File: config.mk
export PLATFORM = sky130hd
export DESIGN_NAME = vend_arbiter
export DESIGN_NICKNAME = d
export VERILOG_FILES = /design/src/rtl/vend_arbiter.sv
export SDC_FILE = /design/constraint.sdc
export NUM_CORES = 1
export LEC_CHECK = 0
export CORE_MARGIN = 3
export CORE_UTILIZATION = 54
export DETAILED_ROUTE_END_ITERATION = 10
export GPL_TIMING_DRIVEN = 0
export PLACE_DENSITY_LB_ADDON = 0.08
export RECOVER_POWER = 50
export SLEW_MARGIN = 20
export SYNTH_ARGS = -nofsm -noshare
export SYNTH_HDL_FRONTEND = slang
export SYNTH_SLANG_ARGS = --single-unit
File: constraint.sdc
create_clock -name clk -period 8.06 [get_ports clk]
set_input_delay 1.612 -clock clk [delete_from_list [all_inputs] [get_ports clk]]
set_output_delay 1.612 -clock clk [all_outputs]
set_load 0.02 [all_outputs]
File: src/rtl/vend_arbiter.sv
// Two-channel vending arbiter: round-robin grant of one dispenser, 5c/10c coin credit
// toward a 15c item, vend with change, refund on abort or coin-less timeout.
module vend_arbiter #(
  parameter int PRICE = 15,
  parameter int TMO   = 8
) (
  input  logic       clk,
  input  logic       reset,
  input  logic       req0,
  input  logic       req1,
  input  logic [1:0] coin0,
  input  logic [1:0] coin1,
  input  logic       cancel0,
  input  logic       cancel1,
  output logic       gnt0,
  output logic       gnt1,
  output logic       dispense,
  output logic [1:0] change,
  output logic       busy,
  output logic       coin_err
);

  typedef enum logic [2:0] {
    S_IDLE = 3'd0,
    S_C0   = 3'd1,
    S_C5   = 3'd2,
    S_C10  = 3'd3,
    S_VEND = 3'd4,
    S_RET  = 3'd5
  } state_t;

  localparam logic [4:0] PRICE_C  = 5'(PRICE);
  localparam logic [3:0] TMO_LAST = 4'(TMO - 1);

  state_t     r_state;
  state_t     w_next_state;
  logic       r_owner;
  logic       w_next_owner;
  logic       r_last_served;
  logic       w_next_last_served;
  logic [2:0] r_timer;
  logic [2:0] w_next_timer;
  logic [1:0] r_change;
  logic [1:0] w_next_change;
  logic       r_coin_err;
  logic       w_next_coin_err;

  logic [1:0] w_coin;
  logic       w_cancel;
  logic       w_req;
  logic       w_abort;
  logic       w_legal;
  logic       w_timeout;
  logic [4:0] w_credit;
  logic [4:0] w_coin_val;
  logic [4:0] w_sum;

  // Amount in cents to the 2-bit change code.
  function automatic logic [1:0] cents_code(input logic [4:0] cents);
    case (cents)
      5'd5:    cents_code = 2'b01;
      5'd10:   cents_code = 2'b10;
      default: cents_code = 2'b00;
    endcase
  endfunction

  // Credit state holding a sub-price amount.
  function automatic state_t credit_state(input logic [4:0] cents);
    case (cents)
      5'd5:    credit_state = S_C5;
      5'd10:   credit_state = S_C10;
      default: credit_state = S_C0;
    endcase
  endfunction

  // Only the owner's channel is ever looked at.
  assign w_coin     = r_owner ? coin1 : coin0;
  assign w_cancel   = r_owner ? cancel1 : cancel0;
  assign w_req      = r_owner ? req1 : req0;
  assign w_abort    = w_cancel | ~w_req;
  assign w_legal    = (w_coin == 2'b01) || (w_coin == 2'b10);
  assign w_timeout  = ({1'b0, r_timer} == TMO_LAST);
  assign w_credit   = (r_state == S_C5) ? 5'd5 : ((r_state == S_C10) ? 5'd10 : 5'd0);
  assign w_coin_val = (w_coin == 2'b01) ? 5'd5 : ((w_coin == 2'b10) ? 5'd10 : 5'd0);
  assign w_sum      = w_credit + w_coin_val;

  // Next-state, owner, timer and registered-output computation.
  always_comb begin
    w_next_state       = r_state;
    w_next_owner       = r_owner;
    w_next_last_served = r_last_served;
    w_next_timer       = r_timer;
    w_next_change      = 2'b00;
    w_next_coin_err    = 1'b0;
    case (r_state)
      S_IDLE: begin
        if (req0 || req1) begin
          w_next_state = S_C0;
          w_next_timer = 3'd0;
          w_next_owner = (req0 && req1) ? ~r_last_served : req1;
        end else begin
          w_next_state = S_IDLE;
        end
      end
      S_C0, S_C5, S_C10: begin
        w_next_coin_err = (w_coin == 2'b11);
        if (w_legal) begin
          // The coin is applied before any abort is considered.
          w_next_timer = 3'd0;
          if (w_sum >= PRICE_C) begin
            w_next_state  = S_VEND;
            w_next_change = cents_code(w_sum - PRICE_C);
          end else if (w_abort) begin
            w_next_state  = S_RET;
            w_next_change = cents_code(w_sum);
          end else begin
            w_next_state = credit_state(w_sum);
          end
        end else begin
          w_next_timer = r_timer + 3'd1;
          if (w_abort || w_timeout) begin
            if (r_state == S_C0) begin
              w_next_state = S_IDLE;
              w_next_timer = 3'd0;
            end else begin
              w_next_state  = S_RET;
              w_next_change = cents_code(w_credit);
            end
          end else begin
            w_next_state = r_state;
          end
        end
      end
      S_VEND, S_RET: begin
        w_next_state       = S_IDLE;
        w_next_last_served = r_owner;
        w_next_timer       = 3'd0;
      end
      default: begin
        w_next_state = S_IDLE;
        w_next_timer = 3'd0;
      end
    endcase
  end

  // State and output registers; reset drops any held credit without refund.
  always_ff @(posedge clk or negedge reset) begin
    if (!reset) begin
      r_state       <= S_IDLE;
      r_owner       <= 1'b0;
      r_last_served <= 1'b1;
      r_timer       <= 3'd0;
      r_change      <= 2'b00;
      r_coin_err    <= 1'b0;
    end else begin
      r_state       <= w_next_state;
      r_owner       <= w_next_owner;
      r_last_served <= w_next_last_served;
      r_timer       <= w_next_timer;
      r_change      <= w_next_change;
      r_coin_err    <= w_next_coin_err;
    end
  end

  assign busy     = (r_state != S_IDLE);
  assign gnt0     = busy && (r_owner == 1'b0);
  assign gnt1     = busy && (r_owner == 1'b1);
  assign dispense = (r_state == S_VEND);
  assign change   = r_change;
  assign coin_err = r_coin_err;

endmodule

* After elaboration in Yosys (flattened, before gate mapping)
Cells that the tools add are included.
** Word-level totals
- Bits in registers :: 11
- Latch bits :: 0
- Bits in writable memories :: 0
- ROM bits :: 0
- Input bits :: 10
- Output and inout port bits :: 7
- Word-level logic and storage cells :: 73
- Memories :: 0
** Cells by class
- $add $sub $neg :: 3
- $mul :: 0
- Div/mod/pow operators :: 0
- Order comparisons :: 1
- Eq/ne operators :: 17
- Shift-type cells :: 0
- Multiplexer cells :: 31
- Bitwise gates (word level) :: 4
- Reductions and logical operators :: 11
** Operators with widths (count)
- two-way mux 3 bit :: 9
- two-way mux 4 bit :: 4
- one-hot mux 2 bit (2 select lines) :: 4
- two-way mux 2 bit :: 7
- one-hot mux 3 bit (2 select lines) :: 2
- == test 5 x 3 -> 1 bit, second input constant :: 2
- == test 5 x 4 -> 1 bit, second input constant :: 2
- == test 3 bit, second input constant :: 3
- == test 3 x 2 -> 1 bit, second input constant :: 2
- adder 4 x 4 -> 5 bit :: 1
- greater-or-equal comparator 5 x 4 -> 1 bit, second input constant :: 1
- two-way mux 1 bit :: 5
- subtractor 5 x 4 -> 5 bit, second input constant :: 1
- == test 2 bit, second input constant :: 2
- == test 4 x 3 -> 1 bit, second input constant :: 1
- == test 4 bit, second input constant :: 1
- adder 3 x 1 -> 3 bit, second input constant :: 1
- == test 3 x 1 -> 1 bit, second input constant :: 1
- logical AND 1 bit :: 3
- zero test 3 bit :: 1
- logical OR 1 bit :: 3
- inequality test 3 bit, second input constant :: 1
- NOT 1 bit :: 3
- nonzero test 3 bit :: 1
- other kinds (6) :: 6

* Depth between registers and ports, before layout
Gate-level depths: netlist of the first run.
- Depth after elaboration :: 11
- Gate-level depth with buffers :: 16
- Depth with buffers taken out :: 15

* Worst setup path before layout of the first run
Ideal clock, no wire load.
- Path kind :: input-to-reg
- Start point :: input port coin1[1]
- End point :: register r_change[0] (netlist: change[0])
- Library setup time :: 86 ps
- Data arrival time :: 4168 ps
- Data required time :: 7974 ps
- Slack :: 3806 ps
- Stages on the path :: 14
- Path buffers :: 0
- Path through :: mux2i_1 > ha_1 > ha_1 > inv_1 > fa_1 > and2b_2 > and3_4 > and2_2 > ha_1 > nor3b_1 > nor2b_1 > a32o_1 > a22oi_1 > nor3_1
** On the way
- Cells in the longest elaborated chain, start to end :: 11
- Elaborated cells between the ends (all ways) :: 19
- Classes of those cells :: 2 x add/sub; 1 x order compare; 6 x eq/ne; 9 x mux; 1 x reduce/logical
** RTL lines
- start: declaration :: RTL line 12 : input logic [1:0] coin1,
- two-way mux 2 bit (*) :: RTL line 77 : assign w_coin = r_owner ? coin1 : coin0;
- == test 2 bit :: RTL line 81, 84
- two-way mux 4 bit (2 in series) :: RTL line 84 : assign w_coin_val = (w_coin == 2'b01) ? 5'd5 : ((w_coin == 2'b10) ? 5'd10 : 5'd0);
- adder 4 x 4 -> 5 bit :: RTL line 85 : assign w_sum = w_credit + w_coin_val;
- subtractor 5 x 4 -> 5 bit (tied with other cells) :: RTL line 112 : w_next_change = cents_code(w_sum - PRICE_C);
- == test 5 x 4 -> 1 bit (tied with other cells) :: RTL line 60 : case (cents)
- one-hot mux 2 bit (2 select lines) or two-way mux 2 bit (tied branches) :: RTL line 60, 113
- two-way mux 2 bit :: RTL line 110 : if (w_sum >= PRICE_C) begin
- two-way mux 2 bit (*) :: RTL line 107 : if (w_legal) begin
- two-way mux 2 bit (*) :: RTL line 95 : case (r_state)
- via w_next_change[0] :: RTL line 44 : logic [1:0] w_next_change;
- end signal: assignment :: RTL line 160 : r_change <= w_next_change;
- end: declaration :: RTL line 43 : logic [1:0] r_change;
Mark *: on every way through the listed nets, which the timed path passes. The rest lies on a longest branch.
A chain may end at the register's enable or synchronous reset.

* Worst setup path in the final report of the first run
- Start point :: input port coin0[0]
- End point :: register r_change[0] (netlist: change[0])
** On the way
- Cells in the longest elaborated chain, start to end :: 11
- Elaborated cells between the ends (all ways) :: 19
- Classes of those cells :: 2 x add/sub; 1 x order compare; 6 x eq/ne; 9 x mux; 1 x reduce/logical
** RTL lines
- start: declaration :: RTL line 11 : input logic [1:0] coin0,
- two-way mux 2 bit (*) :: RTL line 77
- == test 2 bit :: RTL line 81, 84
- two-way mux 4 bit (2 in series) :: RTL line 84
- adder 4 x 4 -> 5 bit :: RTL line 85
- subtractor 5 x 4 -> 5 bit (tied with other cells) :: RTL line 112
- == test 5 x 4 -> 1 bit (tied with other cells) :: RTL line 60
- one-hot mux 2 bit (2 select lines) or two-way mux 2 bit (tied branches) :: RTL line 60, 113
- two-way mux 2 bit :: RTL line 110
- two-way mux 2 bit (*) :: RTL line 107
- two-way mux 2 bit (*) :: RTL line 95
- via w_next_change[0] :: RTL line 44
Marked as above.

==> results.md, run 1 <==
- Endpoints failing hold: 0
- Num ports: 17
- Power Total: 0.000298 W
- Overall routed net length: 1850 um
- Vias per Instance: 5.98
- Placer Congestion: 0.882
- Post-synth ARST share: 1.00
- Outcome: completed
- Crit path DAT: 4.92 ns
- Worst-case clock skew: 0.00334 ns
- Via Count: 795
- DRT iter0 DRCs: 10
- Max-slew headroom at the worst pin: 0.674
- Worst-margin pin slew: 0.488 ns
- Htree depth: 1
- Clock Pin Slew Worst Setup and Hold Paths: 0.07 ns
- Leading cell type in the layout, fill and taps excluded: clkdlybuf4s50_1
- Worst hold slack: 0.524 ns
- Pre-antenna DRT Iters: 4
- Area leader, netlist: dfrtp_1
- Worst-Skew Late Latency: 0.27 ns
- Post-synth EDFFs: 0
- R2R setup slack: 4.58 ns
- CTS max path bufs: 2
- Die ar.: 0.00216 mm^2
- Pwr Density: 274 mW/mm^2
- Largest net degree at the start of global routing: 12
- Number of fill cells: 103
- XOR/XNOR Fraction of Synth Area: 0.00990
- Routing usage on met1: 0.245
- Top cell type's share of synthesized area: 0.283
- Cells after Synth: 98
- Min Clock Period, post-route: 4.75 ns
- Largest family of logic cells by synthesized area: simple AND/OR/NAND/NOR gates
- Final setup violation count: 0
- Antenna violations before repair: 0
- CTS tree: yes
- Leakage power: 0.505 nW
- Area share of fa/ha/maj cells after synthesis: 0.136
- Root Buffer: clkbuf_4
- Post-synthesis mux area share: 0.0481
- Compound-Gate Fraction of Synth Area: 0.175
- TritonCTS Buffers: 3
- Initial Util: 0.625
- Avg Inst Size Synth: 9.03 um^2
- Post-CTS sizing: 0
- RSZ-0062 raised after global routing: no
- # diodes: 0
- Min-Delay Path Depth: 1
- Commonest non-fill, non-tap cells in the layout: clkdlybuf4s50_1 (13), dfrtp_1 (10), inv_1 (8), ha_1 (8)
- # Post-CTS Setup Buffers: 0
- Area growth syn-to-layout: 23.2%
- Gr busiest metal: met2
- Port Buffers: 16
- Met3 Track Usage GR: 0.0625
- Final Max Slew Viols: 0
- Max FO, Critical Path: 5
- Core box area: 0.00142 mm^2
- Final #Nets: 138
- Width of the die: 46.5 um
- Crit path required time: 8.24 ns
- Layout cell share with drive strength beyond 1: 0.119
- Setup TNS: 0 ns
- Hold Crit Class: reg -> reg
- Die height: 46.5 um
- Clk sinks: 11
- DPL Wire Length: 1530 um
- Worst setup SP type: input port
- CP Class: in -> reg
- Sequential share of the synthesized area: 0.313
- Site row count: 13
- Hold Buf Count CTS: 0
- Area contributors post-synth: dfrtp_1 (28%), ha_1 (11%), a21oi_1 (3.4%)
- Vias in the first global route: 781
- Worst-case reg-to-reg path depth: 14
- Ys flop type: dfrtp_1
- Synthesized area: 885 um^2
- Overflow after GRT: 0
- Yosys cell types: 37
- GRT met2 Usage: 0.368
- Post-route ant nets: 0
- Total GRT Usage: 0.209
- Syn Nets: 117
- Number of max-cap violations: 0
- Ys Warns: 0
- Simple-gate share of the synthesized area: 0.274
- First-pass GRT wire length: 3190 um
- Fmax: 211 MHz
- Wirelength per Cell: 13.9 um
- Period utilisation layout: 0.589
- Maximum vdd drop: 0.180 mV
- # DRC: 0
- Yosys reg bits: 11
- Critical Path End Type: flip-flop
final cells by class:
type                    count  area (um^2)  area share
well taps                  15         18.8      0.0172
clock buffers               4         26.3      0.0241
plain buffers               2         8.76     0.00804
repair buffers             16          160       0.147
inverters                   8         30.0      0.0276
multi-input cells          77          569       0.522
flip-flops and latches     11          277       0.254
final timing paths:
| path | start | end |
|---|---|---|
| worst min register to register | r_timer[1]$_DFFE_PN0P_ | r_timer[1]$_DFFE_PN0P_ |
| min in group asynchronous | reset | r_state[1]$_DFFE_PN0P_ |
| worst min-delay path | r_timer[1]$_DFFE_PN0P_ | r_timer[1]$_DFFE_PN0P_ |
| max in group asynchronous | reset | r_last_served$_DFFE_PN1P_ |
| worst max register to register | r_owner$_DFFE_PN0P_ | r_state[2]$_DFFE_PN0P_ |
| worst max-delay path | coin0[0] | change[0]$_DFF_PN0_ |
stage by stage:
stage / cell area, um^2 / setup WS, ns / cells / utilization
floorplan: 885 / 3.81 / 98 / -
global placement: 1060 / 3.22 / 129 / 0.752
detailed placement: 1060 / 3.11 / 129 / 0.752
CTS: 1090 / 3.40 / 133 / 0.770
global route: 1090 / 3.07 / 133 / 0.770
finish: 1090 / 3.31 / 133 / 0.770
power by group:
| group | internal, W | switching [W] | total [W] | leakage [nW] |
|---|---|---|---|---|
| clock network | 0.0000192 | 0.0000182 | 0.0000373 | 0.0150 |
| registers | 0.0000709 | 0.0000103 | 0.0000811 | 0.144 |
| logic | 0.0000798 | 0.000100 | 0.000180 | 0.346 |
sequential cells by signal, indices dropped and copies added, names as in the netlist:
| register | flops |
|---|---|
| r_timer | 3 |
| r_owner | 1 |
| coin_err | 1 |
| r_last_served | 1 |
| change | 2 |
| r_state | 3 |
Yosys cell counts, types with 2 or more instances:
| master | instances |
|---|---|
| nor2_1 | 7 |
| nand2_1 | 7 |
| and3_1 | 2 |
| o21ai_0 | 3 |
| mux2i_1 | 2 |
| a32o_1 | 3 |
| mux2_2 | 2 |
| nor2b_1 | 3 |
| a22o_1 | 2 |
| a21oi_1 | 6 |
| ha_1 | 8 |
| o21ai_1 | 2 |
| nor3b_1 | 3 |
| a22oi_1 | 2 |
| dfrtp_1 | 10 |
| and2_1 | 3 |
| nor3_1 | 6 |
| inv_1 | 8 |
kinds of logic after synthesis:
logic type | count (synthesis)
compound gates | 22
xor+xnor | 1
fa+ha+maj | 9
buf+inv | 10
flops | 11
mux | 4
simple gates | 41
critical path: stages:
cell and delay, ns:
dlygate4sd3_1 0.53, mux2i_1 0.19, inv_1 0.09, ha_1 0.20, ha_1 0.22, inv_1 0.08, fa_1 0.46, and2b_2 0.25
and3_4 0.18, and2_2 0.13, ha_1 0.22, nor3b_1 0.22, nor2b_1 0.17, a32o_1 0.14, a22oi_1 0.06, nor3_1 0.17
metal layers:
| metal | routed length, um | vias to the layer above | share of wire |
|---|---|---|---|
| met5 | 0 | - | 0 |
| met3 | 124 | 2 | 0.067 |
| met2 | 924 | 25 | 0.50 |
| met1 | 792 | 374 | 0.43 |
| met4 | 11 | 0 | 0.0059 |
| li1 | - | 394 | - |
(Power assumes the default switching activity.)
==> run 2: changes to the inputs <==
CORE_UTILIZATION = 45   (was 54)
clock period = 3.8 ns   (was 8.06 ns; I/O delays follow)
==> run 2 against run 1 <==
Clock skew shrank 0.00055 ns. Cell count grew 11%. Sequential power grew 110%. Count of clock-buffer cells in the layout is the same. Flip-flop and latch count is the same. Utilization shrank 11 points. Via count is the same. Sequential share of layout area shrank 2.0 points. Largest power group unchanged.
==> results.md, run 2 (synthesis gave the netlist of run 1 again) <==
- RSZ-0062 raised after global routing: no
- First-pass GRT wire length: 2960 um
- Hold Crit Class: reg -> reg
- Psw: 0.000283 W
- Endpoints failing hold: 0
- Clock power share: 0.117
- Largest net degree at the start of global routing: 12
- Final setup violation count: 0
- Pwr Density: 564 mW/mm^2
- Crit path required time: 3.98 ns
- Overflow after GRT: 0
- Root Buffer: clkbuf_4
- Layout cell share with drive strength beyond 1: 0.230
- Overall routed net length: 1950 um
- Num ports: 17
- Inst Count DP: 139
- Maximum vdd drop: 0.377 mV
- Clock Pin Slew Worst Setup and Hold Paths: 0.07 ns
- Final #Nets: 142
- Site row count: 15
- # DRC: 0
- # diodes: 0
- Port Buffers: 16
- Placer Congestion: 0.815
- CTS max path bufs: 2
- Max FO, Critical Path: 4
- Area growth syn-to-layout: 33.8%
- Core box area: 0.00178 mm^2
- CP Class: in -> reg
- Worst setup SP type: input port
- Width of the die: 50.3 um
- Post-route ant nets: 0
- Number of max-cap violations: 0
- DPL Wire Length: 1500 um
- Crit path DAT: 3.85 ns
- Number of fill cells: 161
- TritonCTS Buffers: 3
- CTS tree: yes
- Worst-margin pin slew: 0.557 ns
- Wirelength per Cell: 13.2 um
- Die ar.: 0.00253 mm^2
- Worst-case clock skew: 0.00279 ns
- Worst-Skew Late Latency: 0.27 ns
- Power Total: 0.000668 W
- Htree depth: 1
- DRT iter0 DRCs: 13
- Leading cell type in the layout, fill and taps excluded: clkdlybuf4s50_1
- Sw Ratio: 0.423
- Antenna violations before repair: 0
- Vias in the first global route: 725
- Initial Util: 0.496
- Final Max Slew Viols: 0
- Die height: 50.3 um
- Combinational power share: 0.626
- Commonest non-fill, non-tap cells in the layout: clkdlybuf4s50_1 (15), dfrtp_1 (10), nand2_1 (7), inv_1 (7), nor2_1 (7)
- Non-filler cells, final: 147
- Min Clock Period, post-route: 3.67 ns
- Pre-antenna DRT Iters: 5
- Period utilisation layout: 0.966
- Outcome: completed
- Leakage power: 0.528 nW
- Clk sinks: 11
- Vias per Instance: 5.41
- Via Count: 795
- Sequential Power Share: 0.256
- Fmax: 272 MHz
- Critical Path End Type: flip-flop
- Total GRT Usage: 0.152
- Max-slew headroom at the worst pin: 0.625
- Int Power: 0.000385 W
==> run 2: cell count changes in the layout (fill, tap and decap cells not counted), moves of 2 or more <==
cell / before / now
buf_4: 0 / 3
clkdlybuf4s50_1: 13 / 15
dlygate4sd3_1: 3 / 1
ha_1: 8 / 5
ha_4: 0 / 2
==> run 2: final cells by class <==
cell class | instances | area [um^2] | area share
well taps | 25 | 31.3 | 0.0264
repair buffers | 20 | 190 | 0.161
multi-input cells | 77 | 621 | 0.524
inverters | 8 | 30.0 | 0.0254
plain buffers | 2 | 8.76 | 0.00740
flip-flops and latches | 11 | 277 | 0.234
clock buffers | 4 | 26.3 | 0.0222
==> run 2: final timing paths <==
kind                                        startpoint                   endpoint  slack, ns  cells after the start
worst max-delay path                          coin1[1]        change[0]$_DFF_PN0_       0.13                     15
worst min-delay path            r_timer[2]$_DFFE_PN0P_     r_timer[2]$_DFFE_PN0P_       0.52                      1
worst max register to register  r_state[1]$_DFFE_PN0P_        change[0]$_DFF_PN0_       0.33                     14
worst min register to register  r_timer[2]$_DFFE_PN0P_     r_timer[2]$_DFFE_PN0P_       0.52                      1
max in group asynchronous                        reset  r_last_served$_DFFE_PN1P_       2.54                      1
min in group asynchronous                        reset     r_state[1]$_DFFE_PN0P_       0.90                      1
==> run 2: layer usage <==
metal / global-route usage / vias up / wire length [um]
li1: - / 400 / -
met3: 0.0534 / 0 / 104
met5: 0 / - / 0
met2: 0.248 / 22 / 933
met1: 0.195 / 373 / 909
met4: 0.0269 / 0 / 0
==> run 2: timing repair <==
action	CTS	global route
setup endpoints to repair	0	4
gates resized for setup	0	12
buffers inserted	0	4
hold buffers	0	0
==> run 2: worst max-delay path, stage by stage <==
cell	delay, ns
clkdlybuf4s50_1	0.41
mux2i_2	0.18
ha_2	0.23
ha_4	0.15
inv_2	0.04
fa_2	0.56
and2b_2	0.24
and3_4	0.18
and2_2	0.20
ha_4	0.21
nor3b_2	0.19
nor2b_1	0.15
a32o_2	0.14
a22oi_2	0.05
nor3_1	0.18
==> run 2: per-stage QoR <==
| stage | hold slack (ns) | setup TNS, ns | worst slack (ns) | utilization | cell area (um^2) |
|---|---|---|---|---|---|
| after floorplan | 0.464 | 0 | 0.398 | - | 885 |
| after global placement | 0.496 | -0.571 | -0.186 | 0.604 | 1080 |
| after detailed placement | 0.507 | -0.978 | -0.258 | 0.604 | 1080 |
| after CTS | 0.522 | 0 | 0.0317 | 0.618 | 1100 |
| after global routing | 0.534 | 0 | 0.00877 | 0.664 | 1180 |
| final | 0.516 | 0 | 0.129 | 0.664 | 1180 |
==> run 2: power groups by stage <==
| stage | Combinational, W | Sequential, W | Clock [W] |
|---|---|---|---|
| after detailed placement | 0.000381 | 0.000173 | 0 |
| after global routing | 0.000456 | 0.000176 | 0.0000880 |
| final | 0.000418 | 0.000171 | 0.0000784 |
| after global placement | 0.000373 | 0.000171 | 0 |
| after CTS | 0.000382 | 0.000171 | 0.0000807 |
| after floorplan | 0.000258 | 0.000175 | 0 |
